==> src/rtl/bsg_idiv_unsigned_recip_cfg_gen_if.sv <==
// Handshake bundle between a divisor producer and the
// reciprocal config generator.
interface bsg_idiv_unsigned_recip_cfg_gen_if #(
  parameter int denom_width_p    = 8,
  parameter int shift_width_p    = $clog2(denom_width_p+1),
  parameter int multiply_width_p = 9
);
  logic                        v_i;
  logic [denom_width_p-1:0]    denom_i;
  logic                        ready_o;
  logic                        v_o;
  logic [multiply_width_p-1:0] cfg_multiply_o;
  logic [shift_width_p-1:0]    cfg_shift_o;
  logic                        err_o;
  logic                        yumi_i;

  modport master (
    output v_i, denom_i, yumi_i,
    input  ready_o, v_o, cfg_multiply_o,
    input  cfg_shift_o, err_o
  );

  modport slave (
    input  v_i, denom_i, yumi_i,
    output ready_o, v_o, cfg_multiply_o,
    output cfg_shift_o, err_o
  );
endinterface

==> src/rtl/bsg_idiv_unsigned_recip_cfg_gen.sv <==
// Computes (multiply, shift) for a reciprocal divider from a
// divisor using a bit-serial restoring division.
module bsg_idiv_unsigned_recip_cfg_gen #(
  parameter int numer_width_p    = 8,
  parameter int denom_width_p    = 8,
  parameter int shift_width_p    = $clog2(denom_width_p+1),
  parameter int multiply_width_p = numer_width_p+1
) (
  input logic clk_i,
  input logic reset_n_i,
  bsg_idiv_unsigned_recip_cfg_gen_if.slave io
);

  localparam int cnt_width_lp = $clog2(numer_width_p+2);
  localparam int q_width_lp   = numer_width_p+1;
  localparam int r_width_lp   = denom_width_p+1;

  if (denom_width_p < 1 || denom_width_p > numer_width_p) begin : g_bad
    $error("illegal denom_width_p");
  end

  typedef enum logic [1:0] {
    IDLE,
    CALC,
    DONE
  } state_e;

  state_e state_r, state_n;

  logic [denom_width_p-1:0]    den_r;
  logic [r_width_lp-1:0]       rem_r;
  logic [q_width_lp-1:0]       dq_r;
  logic [cnt_width_lp-1:0]     cnt_r;
  logic [shift_width_p-1:0]    sh_r;
  logic [multiply_width_p-1:0] mult_r;
  logic [shift_width_p-1:0]    shift_r;
  logic                        err_r;

  logic                        den_zero;
  logic [denom_width_p-1:0]    den_m1;
  logic [shift_width_p-1:0]    shift_n;
  logic [r_width_lp-1:0]       rem_init;
  logic [q_width_lp-1:0]       dq_init;
  logic [r_width_lp-1:0]       trial;
  logic [r_width_lp-1:0]       diff;
  logic                        ge;
  logic [q_width_lp-1:0]       q_next;
  logic                        last;

  assign den_zero = (io.denom_i == '0);
  assign den_m1   = io.denom_i - denom_width_p'(1);

  // shift is the bit-length of (divisor-1)
  always_comb begin
    shift_n = '0;
    for (int i = 0; i < denom_width_p; i++) begin
      if (den_m1[i]) shift_n = shift_width_p'(i+1);
    end
  end

  // Dividend 2^(s+N)+d-1 splits into a high part 2^(s-1)
  // (already < d) and low N+1 bits d-1; s=0 is the d=1 case.
  always_comb begin
    rem_init = '0;
    dq_init  = '0;
    if (shift_n == '0) begin
      dq_init[q_width_lp-1] = 1'b1;
    end else begin
      rem_init = r_width_lp'(1) << (shift_n - shift_width_p'(1));
      dq_init  = q_width_lp'(den_m1);
    end
  end

  assign trial  = (rem_r << 1) | r_width_lp'(dq_r[q_width_lp-1]);
  assign ge     = (trial >= {1'b0, den_r});
  assign diff   = trial - {1'b0, den_r};
  assign q_next = {dq_r[q_width_lp-2:0], ge};
  assign last   = (cnt_r == cnt_width_lp'(numer_width_p));

  always_ff @(posedge clk_i or negedge reset_n_i) begin
    if (!reset_n_i) state_r <= IDLE;
    else            state_r <= state_n;
  end

  always_comb begin
    state_n = state_r;
    unique case (state_r)
      IDLE: if (io.v_i) state_n = den_zero ? DONE : CALC;
      CALC: if (last) state_n = DONE;
      DONE: if (io.yumi_i) state_n = IDLE;
      default: state_n = IDLE;
    endcase
  end

  always_ff @(posedge clk_i or negedge reset_n_i) begin
    if (!reset_n_i) begin
      den_r   <= '0;
      rem_r   <= '0;
      dq_r    <= '0;
      cnt_r   <= '0;
      sh_r    <= '0;
      mult_r  <= '0;
      shift_r <= '0;
      err_r   <= 1'b0;
    end else begin
      unique case (state_r)
        IDLE: begin
          if (io.v_i) begin
            den_r <= io.denom_i;
            cnt_r <= '0;
            if (den_zero) begin
              mult_r  <= '0;
              shift_r <= '0;
              err_r   <= 1'b1;
            end else begin
              sh_r  <= shift_n;
              rem_r <= rem_init;
              dq_r  <= dq_init;
            end
          end
        end
        CALC: begin
          rem_r <= ge ? diff : trial;
          dq_r  <= q_next;
          cnt_r <= last ? '0 : cnt_r + cnt_width_lp'(1);
          if (last) begin
            mult_r  <= multiply_width_p'(q_next);
            shift_r <= sh_r;
            err_r   <= 1'b0;
          end
        end
        default: ;
      endcase
    end
  end

  assign io.ready_o        = (state_r == IDLE);
  assign io.v_o            = (state_r == DONE);
  assign io.cfg_multiply_o = mult_r;
  assign io.cfg_shift_o    = shift_r;
  assign io.err_o          = err_r;

endmodule

==> src/flat_wrapper.sv <==
// flat-port wrapper written by rule: the top's interface ports become plain ports
module bsg_idiv_unsigned_recip_cfg_gen_flat 
#(
  parameter int numer_width_p    = 8,
  parameter int denom_width_p    = 8,
  parameter int shift_width_p    = $clog2(denom_width_p+1),
  parameter int multiply_width_p = numer_width_p+1
)
  (clk_i, reset_n_i, io_v_i, io_denom_i, io_yumi_i, io_ready_o, io_v_o, io_cfg_multiply_o, io_cfg_shift_o, io_err_o);
  bsg_idiv_unsigned_recip_cfg_gen_if #(.denom_width_p(denom_width_p), .shift_width_p(shift_width_p), .multiply_width_p(multiply_width_p)) io_i ();
  input logic clk_i;
  input logic reset_n_i;
  input wire logic [$bits(io_i.v_i)-1:0] io_v_i;
  input wire logic [$bits(io_i.denom_i)-1:0] io_denom_i;
  input wire logic [$bits(io_i.yumi_i)-1:0] io_yumi_i;
  output wire logic [$bits(io_i.ready_o)-1:0] io_ready_o;
  output wire logic [$bits(io_i.v_o)-1:0] io_v_o;
  output wire logic [$bits(io_i.cfg_multiply_o)-1:0] io_cfg_multiply_o;
  output wire logic [$bits(io_i.cfg_shift_o)-1:0] io_cfg_shift_o;
  output wire logic [$bits(io_i.err_o)-1:0] io_err_o;
  assign io_i.v_i = io_v_i;
  assign io_i.denom_i = io_denom_i;
  assign io_i.yumi_i = io_yumi_i;
  assign io_ready_o = io_i.ready_o;
  assign io_v_o = io_i.v_o;
  assign io_cfg_multiply_o = io_i.cfg_multiply_o;
  assign io_cfg_shift_o = io_i.cfg_shift_o;
  assign io_err_o = io_i.err_o;
  bsg_idiv_unsigned_recip_cfg_gen #(.numer_width_p(numer_width_p), .denom_width_p(denom_width_p), .shift_width_p(shift_width_p), .multiply_width_p(multiply_width_p)) u_core (.clk_i(clk_i), .reset_n_i(reset_n_i), .io(io_i));
endmodule
==> config.mk <==
export PLATFORM = sky130hd
export DESIGN_NAME = bsg_idiv_unsigned_recip_cfg_gen_flat
export DESIGN_NICKNAME = d
export VERILOG_FILES = /design/src/rtl/bsg_idiv_unsigned_recip_cfg_gen_if.sv /design/src/rtl/bsg_idiv_unsigned_recip_cfg_gen.sv /design/src/flat_wrapper.sv
export SDC_FILE = /design/constraint.sdc
export NUM_CORES = 1
export LEC_CHECK = 0
export CORE_UTILIZATION = 60
export DETAILED_ROUTE_END_ITERATION = 7
export GPL_ROUTABILITY_DRIVEN = 0
export PLACE_DENSITY = 0.9
export SYNTH_ARGS = -nofsm -noshare
export SYNTH_HDL_FRONTEND = slang
export SYNTH_SLANG_ARGS = --single-unit
==> constraint.sdc <==
create_clock -name clk_i -period 5.7 [get_ports clk_i]
set_input_delay 0.57 -clock clk_i [delete_from_list [all_inputs] [get_ports clk_i]]
set_output_delay 0.57 -clock clk_i [all_outputs]
set_load 0.005 [all_outputs]
# Word level (Yosys, flattened, before mapping)
# Index checks and enable logic that the tools add are counted.
dict set report word_totals {
  regBits 49
  input_bits 12
  out_inout_bits 16
  elab_cells 73
}
dict set report op_classes {
  add_sub_neg 4
  n_lt_le_gt_ge 1
  n_eq_ne 8
  shifts 1
  n_mux 38
  bitwise 2
  n_reduce_logical 10
}
# operator count
set ops {}
lappend ops {{$mux W4} 12}
lappend ops {{$mux W9} 5}
lappend ops {{$mux W8} 5}
lappend ops {{$pmux W9 S2} 2}
lappend ops {{$pmux W4 S2} 2}
lappend ops {{$pmux W8 S2} 1}
lappend ops {{$ge A9 B8 Y1} 1}
lappend ops {{$or A9 B1 Y9} 1}
lappend ops {{$reduce_and A3 Y1} 3}
lappend ops {{$logic_not A8 Y1} 1}
lappend ops {{$mux W2} 4}
lappend ops {{$shl A1 B4 Y8 const A} 1}
lappend ops {{$sub A8 B1 Y8 const B} 1}
lappend ops {{$sub A8 B8 Y8} 1}
lappend ops {{$ne A2 B2 Y1 const B} 3}
lappend ops {{$pmux W2 S3} 1}
lappend ops {{$mux W1} 5}
lappend ops {{$add A4 B1 Y4 const B} 1}
lappend ops {{$eq A4 B4 Y1 const B} 1}
lappend ops {{$logic_not A4 Y1} 1}
lappend ops {{$ne A2 B1 Y1 const B} 2}
lappend ops {{$reduce_and A2 Y1} 2}
lappend ops {{$reduce_and A4 Y1} 1}
lappend ops {{$sub A4 B1 Y4 const B} 1}
lappend ops {{other kinds (6)} 6}

# Depth between registers and ports, before layout
# Gate-level depths: netlist (run 1).
dict set report depth {
  depth_word 15
  ltp_mapped 9
  ltp_nobuf 9
}

# Least setup slack after synthesis (run 1)
# Ideal clock, no wire load.
dict set report synth_timing {
  path_kind {register to register}
  from {register u_core.den_r[1]}
  to {register u_core.rem_r[0]}
  setup_ps 126
  t_arrival_ps 2293
  required_time_ps 5574
  setup_slack_ps 3281
  path_stages_with_launch 10
  path_buffers 1
  synth_period_minus_slack_ps 2419
  cell_sequence {dfrtp_1 -> inv_1 -> ha_1 -> nor2b_4 -> o31a_1 -> o31a_1 -> a2111o_1 -> buf_6 -> mux2i_1 -> a221o_1}
}
dict set report synth_between {
  elab_chain_len 3
}
# element line
set synth_lines {}
lappend synth_lines {{from (decl)} bsg_idiv_unsigned_recip_cfg_gen.sv:30} ;# logic [denom_width_p-1:0] den_r;
lappend synth_lines {{from (signal assigned)} bsg_idiv_unsigned_recip_cfg_gen.sv:109} ;# den_r <= io.denom_i;
lappend synth_lines {{$ge A9 B8 Y1} bsg_idiv_unsigned_recip_cfg_gen.sv:75} ;# assign ge = (trial >= {1'b0, den_r});
lappend synth_lines {{$mux W8} bsg_idiv_unsigned_recip_cfg_gen.sv:123} ;# rem_r <= ge ? diff : trial;
lappend synth_lines {{$pmux W8 S2} bsg_idiv_unsigned_recip_cfg_gen.sv:106} ;# unique case (state_r)
lappend synth_lines {{to (signal assigned)} bsg_idiv_unsigned_recip_cfg_gen.sv:117} ;# rem_r <= rem_init;
lappend synth_lines {{to (signal assigned)} bsg_idiv_unsigned_recip_cfg_gen.sv:123}
lappend synth_lines {{to (decl)} bsg_idiv_unsigned_recip_cfg_gen.sv:31} ;# logic [r_width_lp-1:0] rem_r;
# No other way between the ends.
# A chain may end at the register's enable or synchronous reset.

# Worst setup path after layout (run 1)
dict set report layout_timing {
  from {input io_denom_i[0]}
  to {register u_core.rem_r[1]}
}
dict set report layout_between {
  elab_chain_len 15
  word_cells_on_any_way 19
  cone_classes {add/sub: 2; eq/ne: 1; shift: 1; mux: 12; reduce/logical: 3}
}
# element line
set layout_lines {}
lappend layout_lines {{from (decl)} flat_wrapper.sv:14} ;# input wire logic [$bits(io_i.denom_i)-1:0] io_denom_i;
lappend layout_lines {{$sub A8 B1 Y8} bsg_idiv_unsigned_recip_cfg_gen.sv:51} ;# assign den_m1 = io.denom_i - denom_width_p'(1);
lappend layout_lines {{$mux W1} bsg_idiv_unsigned_recip_cfg_gen.sv:57} ;# if (den_m1[i]) shift_n = shift_width_p'(i+1);
lappend layout_lines {{$mux W4 (7 in series)} bsg_idiv_unsigned_recip_cfg_gen.sv:57}
lappend layout_lines {{$sub A4 B1 Y4} bsg_idiv_unsigned_recip_cfg_gen.sv:69} ;# rem_init = r_width_lp'(1) << (shift_n - shift_width_p'(1));
lappend layout_lines {{$shl A1 B4 Y8} bsg_idiv_unsigned_recip_cfg_gen.sv:69}
lappend layout_lines {{$mux W8} bsg_idiv_unsigned_recip_cfg_gen.sv:66} ;# if (shift_n == '0) begin
lappend layout_lines {{$mux W8} bsg_idiv_unsigned_recip_cfg_gen.sv:111} ;# if (den_zero) begin
lappend layout_lines {{$mux W8} bsg_idiv_unsigned_recip_cfg_gen.sv:108} ;# if (io.v_i) begin
lappend layout_lines {{$pmux W8 S2} bsg_idiv_unsigned_recip_cfg_gen.sv:106}
# Parallel ways exist; a longest one is shown, timed or not. The select of a mux whose other input is x is not followed.

==> results of run 1 <==
[how the worst max path moves through the flow]
stage                    startpoint         endpoint  slack (ps)  cells after the start
floorplan           u_core.den_r[1]  u_core.rem_r[0]        3280                      9
CTS                   io_denom_i[0]  u_core.rem_r[1]        2880                      8
detailed placement    io_denom_i[0]  u_core.rem_r[1]        2560                      8
finish                io_denom_i[0]  u_core.rem_r[1]        2820                      8
global route          io_denom_i[0]   u_core.dq_r[8]        2670                      8
global placement      io_denom_i[0]   u_core.dq_r[8]        2680                      8
[metal layers]
| layer | track usage | up-vias | share of wire | routed length [um] |
|---|---|---|---|---|
| met5 | 0 | - | 0 | 0 |
| met4 | 0.127 | 0 | 0.026 | 160 |
| met3 | 0.0442 | 17 | 0.035 | 220 |
| met2 | 0.447 | 63 | 0.48 | 2980 |
| met1 | 0.380 | 1135 | 0.46 | 2840 |
| li1 | - | 1121 | - | - |
[cells by family (layout without fill, tap and decap cells)]
| logic type | count (synthesis) | in the layout | share of synthesized area |
|---|---|---|---|
| buffers and inverters | 33 | 58 | 0.0471 |
| AOI/OAI and AO/OA | 90 | 90 | 0.223 |
| adders and majority gates | 14 | 14 | 0.0643 |
| muxes | 11 | 11 | 0.0432 |
| DFF | 49 | 49 | 0.432 |
| and+or+nand+nor | 94 | 94 | 0.169 |
| xor gates and xnor gates | 7 | 7 | 0.0216 |
[cell type report]
| class | count | area [um2] | area share |
|---|---|---|---|
| Multi-Input combinational cell | 216 | 1480 | 0.459 |
| Clock inverter | 3 | 25.0 | 0.00775 |
| Inverter | 20 | 75.1 | 0.0233 |
| Sequential cell | 49 | 1230 | 0.380 |
| Tap cell | 52 | 65.1 | 0.0202 |
| Clock buffer | 5 | 68.8 | 0.0213 |
| Timing Repair Buffer | 30 | 288 | 0.0891 |
[state kept, by name, summed over array words and instances, names as in the netlist]
register	cells
u_core.state_r	2
u_core.sh_r	4
u_core.den_r	8
u_core.io.cfg_multiply_o	9
u_core.rem_r	8
u_core.dq_r	9
u_core.io.err_o	1
u_core.io.cfg_shift_o	4
u_core.cnt_r	4
[cell usage in the layout (no fill, tap or decap), drive strengths merged, types with 2 or more instances in the layout]
cell	netlist	routed
nand4	5	5
nand3	2	2
o31a	3	3
nor2	12	12
a22o	10	10
or3	3	3
inv	20	21
a21o	2	2
buf	3	4
nand2	47	47
nor3	4	4
o21ai	33	33
dfrtp	49	49
nor4	2	2
a221o	2	2
nor2b	6	6
a221oi	2	2
o21a	4	4
nand3b	4	4
mux2i	4	4
a2bb2oi	2	2
a21oi	8	8
o211ai	7	7
a31oi	2	2
clkbuf	10	5
clkdlybuf4s50	0	26
mux2	7	7
xnor2	4	4
nand2b	2	2
xor2	3	3
ha	13	13
a32oi	2	2
[where the power goes]
group          internal (mW)  switching, mW
logic                  0.413          0.477
registers              0.480         0.0911
clock network         0.0888          0.128
total                  0.981          0.696
[worst max-delay path, stage by stage]
cell             delay (ps)
clkdlybuf4s50_1         600
inv_1                   120
ha_1                    310
o21ba_2                 240
o32ai_1                 420
nand2_1                 230
or4bb_1                 550
o211ai_2                 90
[through the flow]
step	cells	instance area [um2]	hold WS, ps	setup WS, ps	utilization
2_1_floorplan	298	2840	274	3280	-
3_3_place_gp	367	3130	465	2680	0.705
3_5_place_dp	367	3130	470	2560	0.705
4_1_cts	375	3230	479	2880	0.726
5_1_grt	375	3230	516	2670	0.726
6_report	375	3230	447	2820	0.726
==> impl_results.md, run 1 <==
- I/O pin cnt: 28
- First-pass GRT wire length: between 10 and 15 mm
- Initial Util: 0.639
- Most frequent cells after synthesis: dfrtp_1, nand2_1, o21ai_0
- Post-CTS sizing: 0
- Final Critical Period: between 2000 and 3000 ps
- DRT Wirelength: approximately 6.2 mm
- Fraction of registers with async set/reset: 1.00
- Reg2reg path depth: 8
- Final setup fails: 0
- Buffer count from post-CTS setup fixing: 0
- Largest net degree at the start of global routing: 50
- Worst R2R Start: u_core.den_r[1]
- Top FF cell, synth: dfrtp_1
- Worst-path fanout max: 8
- PD cells: 520 mW/mm2
- Leak: between 1 and 1.5 nW
- CP Class: in2reg
- Synthesized area: approximately 0.0028 mm2
- Via density per instance: 6.23
- Post-Syn Instances: roughly 300
- Seq/Total Area, Yosys: 0.432
- Via count: around 2300
- Hold-fix buffers at CTS: 0
- Tightest Pin Transition: about 1100 ps
- Die X: between 70 and 80 um
- Max_cap viols: 0
- Initial antenna violation count: 0
- Buffers on Ports: 27
- Clk_skew: approximately 7 ps
- DP Wirelength: 4.66 mm
- Endpoint type of the worst setup path: flip-flop
- Post-synth EDFFs: 0
- Yosys cell types: 60
- Yosys warnings: 0
- CP Data Required Time: 5950 ps
- # diodes: 0
- Final ANT Viol Nets: 0
- Initial DRC Count: 183
- Nets: between 300 and 400
- Residual DRC: 0
- Total CTS buffers: 5
- Syn nets: about 320
- Share of layout cells above drive strength 1: 0.0898
- Core area: ~0.0044 mm2
- Die footprint: 0.00501 mm2
- Row count: 24
- Vias in the first global route: around 2300
- Reg2reg end: u_core.rem_r[0]
- Crit start category: primary input
- Status: completed
- R2R setup slack: 2990 ps
- Fmax: 0.347 GHz
- RSZ-0062 raised after global routing: false
- Worst-path clk slew: around 100 ps
- Post-synth top area share: 0.432
- HP Class: in2async
- Count leader, synth: dfrtp_1
- Slew HR: 0.280
- GR Util All Layers: 0.280
- Final period util: 0.505
- Final hold viol count: 0
- Die Y: between 70 and 80 um
- CTS tree: yes
- Cells taking the most area after synthesis: dfrtp_1, nand2_1, ha_1, o21ai_0, a22o_1
- CTS Root Cell: clkbuf_8
- # fillers: roughly 330
- Synth Register Bits: between 40 and 50
- Longest Clk Path Bufs: 2
- Setup TNS: 0 ps
- Clock latency on the worst-skew pair: roughly 320 ps
- Cell taking the most area after synthesis: dfrtp_1
- Total grt overflow: 0
- P&R area growth vs syn: 13.7%
- Power consumption: about 1.7 mW
- Worst EP arrival: 3130 ps
- H-tree Lvls: 2
- Slew Limit Fails: 0
- Routed wire per std cell: 16.5 um
- Drt first pass iters: 6
- Syn Area/Cell: 9.53 um2
- Worst vdd ir: roughly 0.26 mV
- CTS sink cnt: 49
Power figures use the tool's default switching activity.
==> inputs of run 2 (changes only) <==
--- a/config.mk
+++ b/config.mk
@@ -5,10 +5,10 @@
 export SDC_FILE = /design/constraint.sdc
 export NUM_CORES = 1
 export LEC_CHECK = 0
-export CORE_UTILIZATION = 60
+export CORE_UTILIZATION = 51
 export DETAILED_ROUTE_END_ITERATION = 7
 export GPL_ROUTABILITY_DRIVEN = 0
-export PLACE_DENSITY = 0.9
+export PLACE_DENSITY = 0.82
 export SYNTH_ARGS = -nofsm -noshare
 export SYNTH_HDL_FRONTEND = slang
 export SYNTH_SLANG_ARGS = --single-unit
==> constraint.sdc (replaced) <==
create_clock -name clk_i -period 2.4 [get_ports clk_i]
set_input_delay 0.24 -clock clk_i [delete_from_list [all_inputs] [get_ports clk_i]]
set_output_delay 0.24 -clock clk_i [all_outputs]
set_load 0.005 [all_outputs]
==> run 2 against run 1 <==
Effect of this change:
- the flow now finishes with violations (negative setup slack)
- clock power up 130%
- hold slack worse by 430 ps
- sequential cell count is the same
- cell count increased by 16%
- critical path depth did not move
- first-iteration DRC count is 13% higher
- register-to-register slack got worse by 3000 ps
- highest routed layer unchanged
==> impl_results.md, run 2 (synthesized netlist as in run 1, its figures left out) <==
- Initial DRC Count: 207 (was 183)
- Reg2reg end: u_core.rem_r[1] (was u_core.rem_r[0])
- Initial antenna violation count: 0 (unchanged)
- H-tree Lvls: 2 (unchanged)
- Worst R2R Start: u_core.den_r[1] (unchanged)
- Largest net degree at the start of global routing: 50 (unchanged)
- Worst-path fanout max: 6 (was 8)
- Final setup fails: 3 (was 0)
- Worst path max stage delay: 500 ps (was 600 ps)
- # diodes: 0 (unchanged)
- Leak: 1.62 nW (was 1.41 nW)
- Vias in the first global route: 2551 (was 2277)
- Slew HR: 0.591 (was 0.280)
- Share of layout cells above drive strength 1: 0.206 (was 0.0898)
- Initial Util: 0.542 (was 0.639)
- R2R setup slack: -50 ps (was 2990 ps)
- Buffers on Ports: 27 (unchanged)
- Critical path cell sequence: inv_2 > ha_4 > nor2b_4 > o31a_1 > o31a_1 > a2111o_1 > mux2_4 > o211ai_2 (was clkdlybuf4s50_1 > inv_1 > ha_1 > o21ba_2 > o32ai_1 > nand2_1 > or4bb_1 > o211ai_2)
- Final worst slack: -46.3 ps (was 2820 ps)
- Total grt overflow: 0 (unchanged)
- I/O pin cnt: 28 (unchanged)
- PD cells: 1240 mW/mm2 (was 520 mW/mm2)
- Failing checks: negative setup slack
- GR Util All Layers: 0.260 (was 0.280)
- Final core utilization: 0.691 (was 0.726)
- Clock latency on the worst-skew pair: 310 ps (was 320 ps)
- DRT Wirelength: 6.81 mm (was 6.20 mm)
- Tightest Pin Transition: 613 ps (was 1080 ps)
- HP Class: in2async (unchanged)
- CTS Root Cell: clkbuf_8 (unchanged)
- Slew Limit Fails: 0 (unchanged)
- Die X: 76.6 um (was 70.8 um)
- Worst vdd ir: 0.567 mV (was 0.259 mV)
- Drt first pass iters: 4 (was 6)
- Most common cell after layout, fill and taps aside: dfrtp_1 (unchanged)
- Max_cap viols: 0 (unchanged)
- Fmax: around 0.4 GHz
- Worst-path clk slew: 90 ps (was 100 ps)
- RSZ-0062 raised after global routing: true (was false)
- Nets: 389 (was 348)
- P&R area growth vs syn: 27.4% (was 13.7%)
- Via density per instance: 5.77 (was 6.23)
- Total CTS buffers: 5 (unchanged)
- Longest Clk Path Bufs: 2 (unchanged)
- Crit start category: flip-flop (was primary input)
- Hold-fix buffers at CTS: 0 (unchanged)
- Post-place setup slack: -231 ps (was 2560 ps)
- Final ANT Viol Nets: 0 (unchanged)
- First-pass GRT wire length: 12.1 mm (was 10.9 mm)
- Final Critical Period: 2450 ps
- CTS tree: yes (unchanged)
- Final period util: 1.02
- Slowest CP cell: a2111o_1 (was clkdlybuf4s50_1)
- Reg2reg path depth: 8 (unchanged)
- Status: complete, but fails checks (was completed)
- CTS sink cnt: 49 (unchanged)
- Clk_skew: 4.66 ps (was 6.84 ps)
- Endpoint type of the worst setup path: flip-flop (unchanged)
- Via count: 2506 (was 2336)
- Routed wire per std cell: 15.7 um (was 16.5 um)
- DP Wirelength: 5.09 mm (was 4.66 mm)
- Core area: 0.00524 mm2 (was 0.00444 mm2)
- CP most frequent cell: o31a_1
- Worst EP arrival: 2670 ps (was 3130 ps)
- Most frequent cells in the layout: dfrtp_1, nand2_1, buf_4 (was dfrtp_1, nand2_1, clkdlybuf4s50_1)
- Residual DRC: 0 (unchanged)
- Row count: 26 (was 24)
- CP Class: reg2reg (was in2reg)
- Final hold viol count: 0 (unchanged)
- # fillers: 392 (was 334)
- Die footprint: 0.00587 mm2 (was 0.00501 mm2)
- DP Cell Count: 423 (was 367)
- Die Y: 76.6 um (was 70.8 um)
- CP Data Required Time: 2630 ps (was 5950 ps)
- Fin cells: 434 (was 375)
run 2: metal layers:
| layer | track usage | vias up | part of all wire |
|---|---|---|---|
| li1 | - | 1203 | - |
| met1 | 0.337 | 1223 | 0.44 |
| met2 | 0.425 | 68 | 0.49 |
| met3 | 0.0515 | 12 | 0.045 |
| met4 | 0.102 | 0 | 0.019 |
| met5 | 0 | - | 0 |
run 2: repair_timing:
| action | 4_1_cts | 5_1_grt |
|---|---|---|
| pin swaps | 5 | 2 |
| endpoints found under the setup margin | 4 | 10 |
| gates resized for setup | 5 | 2 |
| setup buffers | 3 | 0 |
run 2: layout make-up:
class	count	area [um2]	area share
Clock inverter	3	21.3	0.00588
Timing Repair Buffer	71	624	0.173
Clock buffer	5	68.8	0.0190
Inverter	20	75.1	0.0207
Multi-Input combinational cell	216	1520	0.419
Tap cell	70	87.6	0.0242
Sequential cell	49	1230	0.339
run 2: worst max-delay path by stage:
stage                               start              end  slack, ps  depth (start not counted)
after floorplan           u_core.den_r[1]  u_core.rem_r[0]         20                          9
after global placement      io_denom_i[1]   u_core.dq_r[8]        -50                          8
after detailed placement    io_denom_i[1]   u_core.dq_r[0]       -230                          8
after CTS                 u_core.den_r[1]  u_core.rem_r[1]        -80                          8
after global routing        io_denom_i[1]  u_core.rem_r[1]        -90                          9
final                     u_core.den_r[1]  u_core.rem_r[1]        -50                          8
run 2: where the power goes:
| group | internal (mW) | leakage, nW | switching, mW |
|---|---|---|---|
| logic | 1.36 | 0.945 | 1.27 |
| registers | 1.14 | 0.627 | 0.224 |
| clock network | 0.207 | 0.0445 | 0.287 |
run 2: per-stage QoR:
| stage | setup TNS, ps | area, um2 | hold slack [ps] | total power [mW] |
|---|---|---|---|---|
| 2_1_floorplan | 0 | 2840 | -55.6 | 2.91 |
| 3_3_place_gp | -118 | 3470 | 374 | 3.73 |
| 3_5_place_dp | -761 | 3470 | 380 | 3.84 |
| 4_1_cts | -182 | 3610 | 44.3 | 4.45 |
| 5_1_grt | -300 | 3620 | 73.8 | 4.84 |
| 6_report | -75.2 | 3620 | 12.5 | 4.48 |
run 2: critical path: cells and delay by family, from the launching register on:
| kind | cells | cell delay [ps] |
|---|---|---|
| compound gates | 4 | 1200 |
| flops | 1 | 390 |
| mux | 1 | 360 |
| fa+ha+maj | 1 | 210 |
| simple gates | 1 | 120 |
| buf+inv | 1 | 90 |
==> inputs of run 3 (changes only) <==
--- a/config.mk
+++ b/config.mk
@@ -6,9 +6,11 @@
 export NUM_CORES = 1
 export LEC_CHECK = 0
 export CORE_UTILIZATION = 51
+export CTS_CLUSTER_SIZE = 16
 export DETAILED_ROUTE_END_ITERATION = 7
 export GPL_ROUTABILITY_DRIVEN = 0
 export PLACE_DENSITY = 0.82
+export SKIP_LAST_GASP = 1
 export SYNTH_ARGS = -nofsm -noshare
 export SYNTH_HDL_FRONTEND = slang
 export SYNTH_SLANG_ARGS = --single-unit
==> constraint.sdc (replaced) <==
create_clock -name clk_i -period 2.1 [get_ports clk_i]
set_input_delay 0.21 -clock clk_i [delete_from_list [all_inputs] [get_ports clk_i]]
set_output_delay 0.21 -clock clk_i [all_outputs]
set_load 0.005 [all_outputs]
==> run 3 against run 2 <==
Effect of this change:
- largest power group unchanged
- sequential share of layout area down 2.9 points
- the run still ends with negative setup slack left
- fmax down 0.49%
- non-clock buffer count up 30
- register-to-register slack worse by 310 ps
- hold slack better by 340 ps
- setup slack worse by 310 ps
- clock skew up 8.6 ps
- utilization up 6.4 points
- first-iteration DRC count up 8.7%
- wire length up 20%
- via count up 9.7%
==> impl_results.md, run 3 (synthesized netlist as in run 1, its figures left out) <==
- Routed wire per std cell: 17.6 um (was 15.7 um)
- Setup TNS: -2460 ps (was -75.2 ps)
- Residual DRC: 0 (unchanged)
- Fraction of power spent switching nets: 0.407 (was 0.396)
- Nets: 419 (was 389)
- Most frequent cells in the layout: buf_4, dfrtp_1, nand2_1 (was dfrtp_1, nand2_1, buf_4)
- Critical Path Source: u_core.den_r[1] (unchanged)
- CTS Root Cell: clkbuf_8 (unchanged)
- Via density per instance: 5.93 (was 5.77)
- RSZ-0062 raised after global routing: true (unchanged)
- Max_cap viols: 0 (unchanged)
- Slew HR: 0.602 (was 0.591)
- # fillers: 346 (was 392)
- Worst-path fanout max: 5 (was 6)
- Final ANT Viol Nets: 0 (unchanged)
- Drt first pass iters: 5 (was 4)
- CP Data Required Time: 2270 ps (was 2630 ps)
- Die Y: 76.6 um (unchanged)
- CTS sink cnt: 49 (unchanged)
- Most common cell after layout, fill and taps aside: buf_4 (was dfrtp_1)
- Switching pwr: 2.26 mW (was 1.78 mW)
- Final period util: 1.17 (was 1.02)
- Tightest Pin Transition: 593 ps (was 613 ps)
- Initial antenna violation count: 0 (unchanged)
- Final Critical Period: 2460 ps (was 2450 ps)
- Total grt overflow: 0 (unchanged)
- Final setup fails: 10 (was 3)
- Worst-path clk slew: 90 ps (about the same)
- Cell-internal power: 3.29 mW (was 2.71 mW)
- DP Wirelength: 5.58 mm (was 5.09 mm)
- Status: complete, but fails checks (unchanged)
- Reg2reg end: u_core.rem_r[2] (was u_core.rem_r[1])
- PD cells: 1400 mW/mm2 (was 1240 mW/mm2)
- Part of the power in registers: 0.284 (was 0.304)
- Worst setup endpoint: u_core.rem_r[2] (was u_core.rem_r[1])
- CP Class: reg2reg (unchanged)
- H-tree Lvls: 2 (unchanged)
- Total CTS buffers: 5 (unchanged)
- P&R area growth vs syn: 39.2% (was 27.4%)
- CTS tree: yes (unchanged)
- Endpoint type of the worst setup path: flip-flop (unchanged)
- Slew Limit Fails: 0 (unchanged)
- Final hold viol count: 0 (unchanged)
- Worst R2R Start: u_core.den_r[1] (unchanged)
- Final worst slack: -358 ps (was -46.3 ps)
- Clk_skew: 13.3 ps (was 4.66 ps)
- Worst vdd ir: 0.680 mV (was 0.567 mV)
- Initial DRC Count: 225 (was 207)
- Post-place setup slack: -452 ps (was -231 ps)
- Initial Util: 0.542 (unchanged)
- DRT Wirelength: 8.19 mm (was 6.81 mm)
- Core area: 0.00524 mm2 (unchanged)
- First-pass GRT wire length: 13.5 mm (was 12.1 mm)
- # diodes: 0 (unchanged)
- Die footprint: 0.00587 mm2 (unchanged)
- Die X: 76.6 um (unchanged)
- Reg2reg path depth: 9 (was 8)
- Vias in the first global route: 2792 (was 2551)
- Fmax: 0.407 GHz (was 0.409 GHz)
- Leak: 1.79 nW (was 1.62 nW)
- I/O pin cnt: 28 (unchanged)
- Buffers on Ports: 27 (unchanged)
- Clock latency on the worst-skew pair: 320 ps (was 310 ps)
- Share of layout cells above drive strength 1: 0.292 (was 0.206)
- Crit start category: flip-flop (unchanged)
- R2R setup slack: -360 ps (was -50 ps)
- Largest net degree at the start of global routing: 29 (was 50)
- Via count: 2750 (was 2506)
- Final core utilization: 0.755 (was 0.691)
- Failing checks: negative setup slack (unchanged)
- HP Class: in2reg (was in2async)
- Clk pwr share: 0.107 (was 0.110)
- Row count: 26 (unchanged)
- Longest Clk Path Bufs: 2 (unchanged)
- Hold Startpoint: io_denom_i[1]
- GR Util All Layers: 0.292 (was 0.260)
- Logic pwr share: 0.609 (was 0.585)
- Worst EP arrival: 2630 ps (was 2670 ps)
run 3: cell types whose count changed in the layout (fill, tap and decap cells not counted), moves of 2 or more:
cell     change
ha_2         +2
ha_1         -2
o21ai_0      -2
buf_4       +28
nor4_4       +2
run 3: worst max-delay path, stage by stage (launching register included):
cell      delay, ps
dfrtp_1         400
inv_2            90
ha_4            200
nor2b_4         120
o31a_1          270
o31a_1          280
a2111o_1        470
buf_6           170
mux2i_2         200
o211ai_1        110
run 3: worst min path at each step:
stage          cells past startpoint         endpoint  slack (ps)
2_1_floorplan                      0  u_core.cnt_r[0]         -90
3_3_place_gp                       1  u_core.cnt_r[0]         200
3_5_place_dp                       1  u_core.cnt_r[3]         220
4_1_cts                            2  u_core.cnt_r[1]         410
5_1_grt                            4  u_core.den_r[1]         390
6_report                           4  u_core.den_r[1]         350
run 3: final cells by class:
| cell class | count | area [um2] | area share |
|---|---|---|---|
| clock inverters | 3 | 25.0 | 0.00633 |
| inverters | 20 | 75.1 | 0.0190 |
| flip-flops and latches | 49 | 1230 | 0.310 |
| well taps | 70 | 87.6 | 0.0222 |
| clock buffers | 5 | 68.8 | 0.0174 |
| repair buffers | 101 | 867 | 0.219 |
| multi-input cells | 216 | 1600 | 0.406 |
run 3: timing repair:
item | in CTS | in global routing
resized for setup | 7 | 16
hold endpoints to repair | 21 | 0
endpoints found under the setup margin | 11 | 13
hold buffers | 1 | 0
pin swaps | 4 | 7
buffers inserted | 5 | 4
run 3: through the flow:
stage                     std cells  total power, mW  instance area, um2  hold slack (ps)
after global placement          447             4.44                3670              203
final                           464             5.55                3950              349
after detailed placement        447             4.59                3670              217
after CTS                       460             5.32                3840              405
after global routing            464             5.92                3950              392
after floorplan                 298             3.36                2850            -85.6
run 3: per-layer routing:
layer | wire length [um] | GRT usage | up-vias
met5 | 0 | 0.0182 | -
met4 | 204 | 0.125 | 0
met3 | 509 | 0.0599 | 24
met2 | 4150 | 0.487 | 115
met1 | 3320 | 0.365 | 1350
li1 | - | - | 1261
run 3: power groups by stage:
stage	Combinational (mW)	Sequential (mW)	Clock [mW]
6_report	3.38	1.57	0.595
2_1_floorplan	1.87	1.49	0
3_3_place_gp	2.90	1.54	0
5_1_grt	3.66	1.61	0.644
3_5_place_dp	3.03	1.57	0
4_1_cts	3.17	1.55	0.599
==> RTL change (settings of run 2) <==
Make the reset (`reset_n_i`) synchronous in 2 clocked blocks.
--- a/src/rtl/bsg_idiv_unsigned_recip_cfg_gen.sv
+++ b/src/rtl/bsg_idiv_unsigned_recip_cfg_gen.sv
@@ -77,7 +77,7 @@
   assign q_next = {dq_r[q_width_lp-2:0], ge};
   assign last   = (cnt_r == cnt_width_lp'(numer_width_p));
 
-  always_ff @(posedge clk_i or negedge reset_n_i) begin
+  always_ff @(posedge clk_i) begin
     if (!reset_n_i) state_r <= IDLE;
     else            state_r <= state_n;
   end
@@ -92,7 +92,7 @@
     endcase
   end
 
-  always_ff @(posedge clk_i or negedge reset_n_i) begin
+  always_ff @(posedge clk_i) begin
     if (!reset_n_i) begin
       den_r   <= '0;
       rem_r   <= '0;
Formal check against the unedited RTL: differs if reset_n_i is asserted again (counterexample within 4 cycles, from zero or initial values and one cycle with reset_n_i low); with reset_n_i held inactive, the same outputs for 10 cycles.
==> RTL change against run 2 <==
  * Synthesized cell count is 28% higher
  * Design area is 1.8% lower
  * Wire length is 4.3% higher
  * Worst setup slack better by 0.24 ns
  * Synthesized area is 4.5% higher
  * Non-clock buffer count is 12 lower
  * Die area is 4.4% higher
  * Core utilization is 5.4 points lower
  * Sequential cell count stayed put
  * Critical path depth is 1 lower
Power is not compared: it rests on default switching activity, and its combinational part moved more than twofold at a synthesized area within 25%.
==> RTL change: results (changes against run 2) <==
* Status: finished clean (was complete, but fails checks)
* Largest net degree at the start of global routing at 33 (was 50)
* Minimum clock period after layout at 2.20 ns (was 2.45 ns)
* Synth Flop Type: dfxtp_1 (was dfrtp_1)
* GR Util met2 at 40.6% (was 42.5%)
* Hold Path Class: flop to flop (was input port to asynchronous set/reset pin)
* Area after DPL at 3460 sq um (was 3470 sq um)
* Post-synthesis xor/xnor area fraction at 2.66% (was 2.16%)
* Max Fclk at 454 MHz (was 409 MHz)
* Ys async rst share at 0% (was 100%)
* Met1 WL at 3230 microns (was 3020 microns)
* Layout cells sized above 1 at 12.3% (was 20.6%)
* Met2 wire length at 3330 microns (was 3350 microns)
* Layout fillers at 477 (was 392)
* Sequential cell area fraction in the yosys report at 33.1% (was 43.2%)
* GR Util met3 at 4.07% (was 5.15%)
* Post-Syn Nets at 407 (was 324)
* Top cells by area, synth: dfxtp_1 (33%), a21oi_1 (6.7%), nor2_1 (6.3%), ha_1 (5.1%), nand2_1 (4.2%) (was dfrtp_1 (43%), nand2_1 (6.2%), ha_1 (5.7%), o21ai_0 (3.9%), a22o_1 (3.1%))
* Relative slew slack at 61.7% (was 59.1%)
* CTS resizes at 0 (was 5)
* Post-CTS setup buffers at 0 (was 3)
* R2R cell count at 7 (was 8)
* Drt first pass iters at 5 (was 4)
* Post-layout nets at 446 (was 389)
* Reg-to-reg slack, setup at 0.20 ns (was -0.05 ns)
* Yosys cell types at 65 (was 60)
* GRT met1 Usage at 33.5% (was 33.7%)
* Slowest cell delay on critical path at 0.48 ns (was 0.50 ns)
* Hpwl dp at 5460 microns (was 5090 microns)
* R2r endpoint: u_core.rem_r[7]$_SDFFE_PN0P_ (was u_core.rem_r[1]$_DFFE_PN0P_)
* Overall Global Routing Usage at 25.0% (was 26.0%)
* Hold_ws at 0.454 ns (was 0.0125 ns)
* Vias in the first global route at 2593 (was 2551)
* Slowest-stage cell, CP: or4_1 (was a2111o_1)
* Crit path DAT at 2.39 ns (was 2.67 ns)
* Post-synthesis adder-cell area fraction at 5.73% (was 6.43%)
* Minimum setup slack after placement at -0.0707 ns (was -0.231 ns)
* Synth top cells by count: nor2_1 (50), dfxtp_1 (49), a21oi_1 (40) (was dfrtp_1 (49), nand2_1 (47), o21ai_0 (22))
* Final core utilization at 63.7% (was 69.1%)
* Detailed router's first-iteration violation count at 206 (was 207)
==> RTL change: cell types whose count changed in the layout (fill, tap and decap cells not counted), sizes merged, moves of 7 or more <==
cell           run 2  this run
a211oi             0         7
a21oi              8        41
a22o              10         1
buf               45        32
dfrtp             49         0
dfxtp              0        49
mux2               7         0
nand2             47        33
nand3              2        22
nor2              12        51
o21ai             33        17
==> RTL change: metrics by stage <==
step	std cells	power (mW)
after CTS	494	2.64
after global placement	486	2.13
after detailed placement	486	2.15
after global routing	494	2.85
after floorplan	382	1.82
final	494	2.66
==> RTL change: cell type report <==
class                      instances  share of cell area (%)
tap                               72                    2.54
timing repair buffer              59                    14.7
clock inverter                     3                   0.704
clock buffer                       5                    1.94
multi-input combinational        287                    50.5
inverter                          19                    2.01
sequential                        49                    27.6
==> RTL change: critical path: cells and delay by family, from the launching register on <==
kind / cells / cell delay, ns
AND/OR/NAND/NOR: 2 / 0.63
adder cells (fa/ha/maj): 1 / 0.32
flip-flops: 1 / 0.35
AO/OA/AOI/OAI: 4 / 0.78
